**config.mk**
```make
export PLATFORM = sky130hd
export DESIGN_NAME = mac_tree
export DESIGN_NICKNAME = d
export VERILOG_FILES = /design/src/rtl/mac_tree_pkg.sv /design/src/rtl/mac_tree_adder_stage.sv /design/src/rtl/mac_tree.sv
export SDC_FILE = /design/constraint.sdc
export NUM_CORES = 2
export LEC_CHECK = 0
export BUFFER_PORTS_ARGS = -buffer_cell sky130_fd_sc_hd__clkbuf_2
export CORE_ASPECT_RATIO = 2
export CORE_UTILIZATION = 57
export DETAILED_ROUTE_END_ITERATION = 8
export GPL_ROUTABILITY_DRIVEN = 0
export HOLD_SLACK_MARGIN = 0.12
export PLACE_DENSITY = 0.84
export SLEW_MARGIN = 20
export SYNTH_ARGS = -nofsm -noshare
export SYNTH_HDL_FRONTEND = slang
export SYNTH_SLANG_ARGS = --single-unit
```
**constraint.sdc**
```tcl
create_clock -name clk -period 6.2 [get_ports clk]
set_clock_uncertainty 0.05 [all_clocks]
set_input_delay 1.55 -clock clk [delete_from_list [all_inputs] [get_ports clk]]
set_output_delay 1.55 -clock clk [all_outputs]
set_load 0.005 [all_outputs]
```
**src/rtl/mac_tree_pkg.sv**
```systemverilog
// mac_tree_pkg
//   Shared types and helpers for the mac_tree multiply-accumulate slice.
//   - stage_sb_t   : sideband that travels with every beat through the pipeline
//   - tree_depth   : number of registered adder levels for a given tap count
//   - level_count  : number of live elements at a given adder-tree level
//   - sat_or_trunc : output range reduction; clamps when MAC_TREE_SATURATE_EN
//                    is defined, otherwise keeps the low out_w bits
package mac_tree_pkg;

  // Sideband partial sums are carried at this fixed width; the accumulator
  // width of an instance must not exceed it.
  localparam int SB_PS_WIDTH = 64;

  typedef struct packed {
    logic                          valid;
    logic                          accumulate;
    logic                          last;
    logic signed [SB_PS_WIDTH-1:0] partial_sum;
  } stage_sb_t;

  function automatic int tree_depth(input int n);
    return (n <= 1) ? 0 : $clog2(n);
  endfunction

  function automatic int level_count(input int n, input int lvl);
    int c;
    c = n;
    for (int k = 0; k < lvl; k++) c = (c + 1) / 2;
    return c;
  endfunction

  // Result is sign-extended back to SB_PS_WIDTH; callers keep the low out_w bits.
  function automatic logic signed [SB_PS_WIDTH-1:0] sat_or_trunc(
    input logic signed [SB_PS_WIDTH-1:0] value,
    input int                            out_w
  );
`ifdef MAC_TREE_SATURATE_EN
    logic signed [SB_PS_WIDTH-1:0] hi;
    logic signed [SB_PS_WIDTH-1:0] lo;
    hi = (64'sd1 <<< (out_w - 1)) - 64'sd1;
    lo = -hi - 64'sd1;
    if (value > hi) return hi;
    if (value < lo) return lo;
    return value;
`else
    return (value <<< (SB_PS_WIDTH - out_w)) >>> (SB_PS_WIDTH - out_w);
`endif
  endfunction

endpackage

```
**src/rtl/mac_tree_adder_stage.sv**
```systemverilog
// mac_tree_adder_stage
//   One registered level of the adder tree. Adjacent elements are summed
//   pairwise; an unpaired odd element is registered unchanged. Sidebands are
//   registered alongside. All registers hold while en is low.
// Ports:
//   clk, rst_in      clock, synchronous active-high reset
//   en               advance the level (low while the result consumer stalls)
//   in_data/in_sb    IN_COUNT live elements (padded to MAX_COUNT) + sideband
//   out_data/out_sb  ceil(IN_COUNT/2) live elements (zero padded) + sideband
module mac_tree_adder_stage
  import mac_tree_pkg::*;
#(
  parameter int IN_COUNT  = 4,
  parameter int MAX_COUNT = 4,
  parameter int WIDTH     = 32
) (
  input  logic                       clk,
  input  logic                       rst_in,
  input  logic                       en,
  input  logic [MAX_COUNT*WIDTH-1:0] in_data,
  input  stage_sb_t                  in_sb,
  output logic [MAX_COUNT*WIDTH-1:0] out_data,
  output stage_sb_t                  out_sb
);

  localparam int OUT_COUNT = (IN_COUNT + 1) / 2;

  genvar gi;
  generate
    for (gi = 0; gi < MAX_COUNT; gi++) begin : g_node
      if (gi < OUT_COUNT) begin : g_live
        logic [WIDTH-1:0] sum_next;
        logic [WIDTH-1:0] node_reg;
        if (2 * gi + 1 < IN_COUNT) begin : g_pair
          assign sum_next = in_data[(2*gi)*WIDTH +: WIDTH]
                          + in_data[(2*gi+1)*WIDTH +: WIDTH];
        end else begin : g_pass
          assign sum_next = in_data[(2*gi)*WIDTH +: WIDTH];
        end
        always_ff @(posedge clk) begin
          if (rst_in) node_reg <= '0;
          else if (en) node_reg <= sum_next;
        end
        assign out_data[gi*WIDTH +: WIDTH] = node_reg;
      end else begin : g_pad
        assign out_data[gi*WIDTH +: WIDTH] = '0;
      end
    end

    if (IN_COUNT < MAX_COUNT) begin : g_unused
      logic unused_hi;
      assign unused_hi = ^in_data[MAX_COUNT*WIDTH-1:IN_COUNT*WIDTH];
    end
  endgenerate

  always_ff @(posedge clk) begin
    if (rst_in) out_sb <= '0;
    else if (en) out_sb <= in_sb;
  end

endmodule

```
**src/rtl/mac_tree.sv**
```systemverilog
// mac_tree
//   N-tap multiply-accumulate: registered products (stage P), a pipelined
//   adder tree of tree_depth(NUM_TAPS) levels, then the accumulator / output
//   register (stage A). Bubbles are tracked per beat; the whole pipeline
//   freezes while a presented result is not taken.
//   Optional: define MAC_TREE_SATURATE_EN to clamp the scaled result to the
//   output range instead of truncating it.
// Ports:
//   clk, rst_in                  clock, synchronous active-high reset
//   in_valid / in_ready          operand beat handshake
//   a_in, b_in                   NUM_TAPS packed signed operands (tap 0 in LSBs)
//   accumulate_in                1: add onto accumulator, 0: add onto partial_sum_in
//   partial_sum_in               seed for a fresh accumulation
//   last_in                      beat closes an accumulation; result is presented
//   out / out_valid / out_ready  scaled result handshake
module mac_tree
  import mac_tree_pkg::*;
#(
  parameter int NUM_TAPS          = 4,
  parameter int A_WIDTH           = 16,
  parameter int B_WIDTH           = 16,
  parameter int ACCUMULATOR_WIDTH = 32,
  parameter int OUTPUT_WIDTH      = 16,
  parameter int OUTPUT_SCALE      = 0
) (
  input  logic                                clk,
  input  logic                                rst_in,
  input  logic                                in_valid,
  output logic                                in_ready,
  input  logic [NUM_TAPS*A_WIDTH-1:0]         a_in,
  input  logic [NUM_TAPS*B_WIDTH-1:0]         b_in,
  input  logic                                accumulate_in,
  input  logic signed [ACCUMULATOR_WIDTH-1:0] partial_sum_in,
  input  logic                                last_in,
  output logic signed [OUTPUT_WIDTH-1:0]      out,
  output logic                                out_valid,
  input  logic                                out_ready
);

  localparam int TD = tree_depth(NUM_TAPS);
  localparam int AW = ACCUMULATOR_WIDTH;
  localparam int PW = A_WIDTH + B_WIDTH;

  logic stall;
  logic en;
  assign stall    = out_valid && !out_ready;
  assign en       = !stall;
  assign in_ready = en;

  // Level 0 is the product register; level TD feeds the accumulator.
  logic [NUM_TAPS*AW-1:0] lvl_data [TD+1];
  stage_sb_t              lvl_sb   [TD+1];

  genvar gi;
  generate
    for (gi = 0; gi < NUM_TAPS; gi++) begin : g_mul
      logic signed [A_WIDTH-1:0] a_s;
      logic signed [B_WIDTH-1:0] b_s;
      logic signed [PW-1:0]      prod;
      logic signed [AW-1:0]      prod_ext;
      logic [AW-1:0]             prod_reg;
      assign a_s      = a_in[gi*A_WIDTH +: A_WIDTH];
      assign b_s      = b_in[gi*B_WIDTH +: B_WIDTH];
      assign prod     = PW'(a_s) * PW'(b_s);
      assign prod_ext = AW'(prod);
      always_ff @(posedge clk) begin
        if (rst_in) prod_reg <= '0;
        else if (en) prod_reg <= prod_ext;
      end
      assign lvl_data[0][gi*AW +: AW] = prod_reg;
    end
  endgenerate

  stage_sb_t sb0_reg;
  always_ff @(posedge clk) begin
    if (rst_in) begin
      sb0_reg <= '0;
    end else if (en) begin
      sb0_reg.valid       <= in_valid;
      sb0_reg.accumulate  <= accumulate_in;
      sb0_reg.last        <= last_in;
      sb0_reg.partial_sum <= SB_PS_WIDTH'(partial_sum_in);
    end
  end
  assign lvl_sb[0] = sb0_reg;

  generate
    for (gi = 0; gi < TD; gi++) begin : g_level
      mac_tree_adder_stage #(
        .IN_COUNT (level_count(NUM_TAPS, gi)),
        .MAX_COUNT(NUM_TAPS),
        .WIDTH    (AW)
      ) u_stage (
        .clk     (clk),
        .rst_in  (rst_in),
        .en      (en),
        .in_data (lvl_data[gi]),
        .in_sb   (lvl_sb[gi]),
        .out_data(lvl_data[gi+1]),
        .out_sb  (lvl_sb[gi+1])
      );
    end
  endgenerate

  // Stage A
  logic signed [AW-1:0]          tree_sum;
  logic signed [AW-1:0]          seed;
  logic signed [AW-1:0]          acc_reg;
  logic signed [AW-1:0]          acc_next;
  logic signed [SB_PS_WIDTH-1:0] scaled;
  logic signed [SB_PS_WIDTH-1:0] limited;
  logic                          load_result;

  assign tree_sum    = lvl_data[TD][AW-1:0];
  assign seed        = lvl_sb[TD].accumulate ? acc_reg : lvl_sb[TD].partial_sum[AW-1:0];
  assign acc_next    = seed + tree_sum;
  assign scaled      = SB_PS_WIDTH'(acc_next) >>> OUTPUT_SCALE;
  assign limited     = sat_or_trunc(scaled, OUTPUT_WIDTH);
  assign load_result = lvl_sb[TD].valid && lvl_sb[TD].last;

  // Outside a stall out_valid is either 0 or being consumed, so its next
  // value is simply whether a new result loads (back-to-back keeps it high).
  always_ff @(posedge clk) begin
    if (rst_in) begin
      acc_reg   <= '0;
      out       <= '0;
      out_valid <= 1'b0;
    end else if (en) begin
      out_valid <= load_result;
      if (lvl_sb[TD].valid) acc_reg <= acc_next;
      if (load_result) out <= limited[OUTPUT_WIDTH-1:0];
    end
  end

  logic unused_bits;
  assign unused_bits = ^{limited, lvl_sb[TD].partial_sum, lvl_data[TD]};

endmodule
```
==> qor.yml <==
outcome:
  status: "complete, but fails checks"
  failed_checks: "design-rule violations"
timing:
  final.setup.worst_slack_ns: 0.148
  setup_viol: 0
  tightest_slew_ns: 1.05
  fin_crit_sh_pct: 97.6
  slew_violations: 0
  hold_viol_final: 0
  post-route-min-period_ns: 6.05
  maxSlewHeadroom_pct: 29.4
  setup_tns_ns: 0
  fmax_mhz: 165
worst_setup_path:
  crit_start: "b_in[37]"
  ff2ff_path_depth: 12
  path_buf_inv: 5
  reg2reg_to: "out[14]"
  reg2reg_from: "g_level[1].u_stage.out_sb[65]"
  endpoint_kind: "register"
  cp_slowest_cell: "fa_1"
  cp_max_fo: 10
  critPathMostFrequentCell: "fa_1"
  rrSetupSlack_ns: 2.54
  critPathTopFamily: "adder cells"
  slowest_delay_ns: 0.54
  critPathKind: "in -> reg"
  cp_cell_sequence: "clkbuf_2 -> and2_1 -> fa_1 -> inv_1 -> fa_1 -> inv_1 -> fa_1 -> fa_1 -> inv_1 -> fa_1 -> fa_1 -> xor2_1 -> xnor2_1 -> xnor2_1 -> xnor2_1 -> xnor2_1 -> buf_4 -> xnor2_1 -> o21ai_0"
  crit_path_start_kind: "input pin"
  crit_required_ns: 6.53
  worstPathArrival_ns: 6.38
final_layout:
  largest_register_ffs: 64
  utilization_pct: 66.0
  drive_above_1_share_pct: 14.1
  finish.net_count: 4235
  mostFrequentLayoutCell: "nand2_1"
  final_cell_mix: "nand2_1 (635), inv_1 (522), fa_1 (318), ha_1 (294), and2_1 (243)"
  fin_cells: 4019
  area.growth.synth_to_final_pct: 14.4
  diodes: 0
synth:
  synth_area_mm2: 0.0260
  yosysWarnings: 0
  async_flop_share_pct: 0
  synth_top_family_by_area: "adder cells"
  yosys.area.top_type: "fa_1"
  avgSynthCellArea_um2: 8.21
  synth_mux_area_share_pct: 0.800
  synth_xor_xnor_area_share_pct: 7.05
  synth_seq_cells: 202
  synth_simple_gate_area_share_pct: 18.5
  synth-edff-count: 0
  ys_seq_area_share_pct: 15.6
  syn_inst: 3162
  syn-num-nets: 3952
  synth_compound_area_share_pct: 9.19
  synth_fa_ha_area_share_pct: 39.3
  netlist.area_leader.share_pct: 24.7
  ys_types: 55
  synth.area.top_cells: "fa_1 (25%), dfxtp_1 (16%), ha_1 (15%), nand2_1 (9.2%), inv_1 (7.6%)"
  ys.flop_type: "dfxtp_1"
clock_network:
  cts_sinks: 202
  cts_root_buf: "clkbuf_16"
  ctsResizeCount: 0
  cts_tree: "yes"
  postCtsSetupBuffers: 0
  clk_pin_slew_worst_paths_ns: 0.07
  numCtsBuffers: 20
  worstSkewPairLatency_ns: 0.54
  htreeDepth: 1
  clockBufferDepth: 3
  hold_buffers: 0
global_route:
  grt_max_degree: 121
  grt_use_total_pct: 29.1
  grt_pass1_wl_mm: 107
  grt_pass1_vias: 23730
  antenna_found_initial: 0
  grt_remaining_overflow: 0
floorplanning:
  core_area_mm2: 0.0450
  dieHeight_um: 304
  row_count: 110
  start_util_pct: 57.7
  fp.dieW_um: 153
  dieArea_mm2: 0.0465
  boundaryPins: 184
route:
  vias_per_cell: 5.47
  drtIter0Drc: 935
  drc: 1
  vias: 21999
  postRouteAntennaNets: 0
  dr.pass1.iters: 9
  routedWlPerCell_um: 16.4
  drt-total-wl_mm: 66.1
pwr:
  p_sw_w: 0.00626
  p_total_w: 0.0140
  p_int_w: 0.00773
  power_frac_comb_pct: 77.5
  sw_frac_of_total_pct: 44.7
  seq_power_share_pct: 13.0
  ir_worst_vdd_v: 0.000511
  powerDensity_mw_per_mm2: 471
  p_leak_nw: 15.0
  power_frac_clock_pct: 9.5
place:
  io_buffer_count: 167
  post-place-ws_ns: -0.452
  place_inst: 3983
  dp.final_hpwl_mm: 54.6
min_path:
  holdCritStartpoint: "g_level[0].u_stage.out_sb[64]"
  holdPathStages: 2
  hold_path.class: "reg -> reg"
  holdPathEnd: "g_level[1].u_stage.out_sb[64]"
job:
  maxCapViolCount: 0
-- cell usage after synthesis (9+ instances only) --
cell type and n:
a211oi_1 26, a21o_1 34, a21oi_1 215, a31oi_1 9, and2_1 249, clkbuf_1 128, dfxtp_1 202, fa_1 320
ha_1 304, inv_1 526, mux2_2 14, nand2_1 637, nand2b_1 19, nand3_1 17, nor2_1 59, nor2b_1 18
nor3_1 15, o21a_1 17, o21ai_0 42, or3_1 9, xnor2_1 164, xor2_1 45
-- worst max-delay path by stage --
| stage | to | cells after the start |
|---|---|---|
| 4_1_cts | g_mul[3].prod_reg[15] | 19 |
| 2_1_floorplan | g_mul[3].prod_reg[15] | 19 |
| 6_report | g_mul[2].prod_reg[15] | 19 |
| 3_3_place_gp | g_mul[3].prod_reg[15] | 19 |
| 3_5_place_dp | g_mul[3].prod_reg[15] | 19 |
| 5_1_grt | g_mul[2].prod_reg[14] | 21 |
-- cell type report --
type	instances	area [um2]
clock buffers	27	567
clock inverters	9	161
fillers	3524	15300
well taps	560	701
inverters	526	1980
flip-flops and latches	202	4040
multi-input cells	2301	19700
repair buffers	394	2590
-- worst reg2reg max path: stages, from the launching register on --
cell,delay (ns)
dfxtp_1,0.85
mux2_2,0.42
ha_1,0.19
inv_1,0.08
fa_1,0.21
nor2b_1,0.06
o21a_1,0.18
o21ai_0,0.35
a211oi_1,0.20
a311oi_1,0.46
a21oi_1,0.15
xnor2_1,0.16
a211oi_1,0.24
-- layer usage --
metal	share of wire [%]	vias to the layer above	GRT usage, %
li1	-	10376	-
met1	31	10510	24.6
met2	55	736	57.4
met3	3.6	377	2.72
met4	10	0	27.9
met5	0	-	0
-- cells by family (layout without fill, tap and decap cells) --
logic type / after synthesis / count (layout)
AOI/OAI and AO/OA: 399 / 399
xor gates and xnor gates: 209 / 209
adders and majority gates: 624 / 624
buffers and inverters: 659 / 956
DFF: 202 / 202
muxes: 19 / 19
and+or+nand+nor: 1050 / 1050
-- through the flow --
stage               cell area, um2  hold slack (ns)
global placement             28900            0.390
CTS                          29700            0.391
detailed placement           28900            0.395
floorplan                    26200            0.379
global route                 29700            0.415
finish                       29700            0.390
-- power by group through the flow --
stage	Sequential, W	Clock [W]	Combinational (W)
5_1_grt	0.00184	0.00139	0.0121
2_1_floorplan	0.00174	0	0.00745
6_report	0.00182	0.00132	0.0108
4_1_cts	0.00182	0.00134	0.0108
3_3_place_gp	0.00183	0	0.0102
3_5_place_dp	0.00184	0	0.0107
No activity file was read; power rests on OpenSTA's default activity.
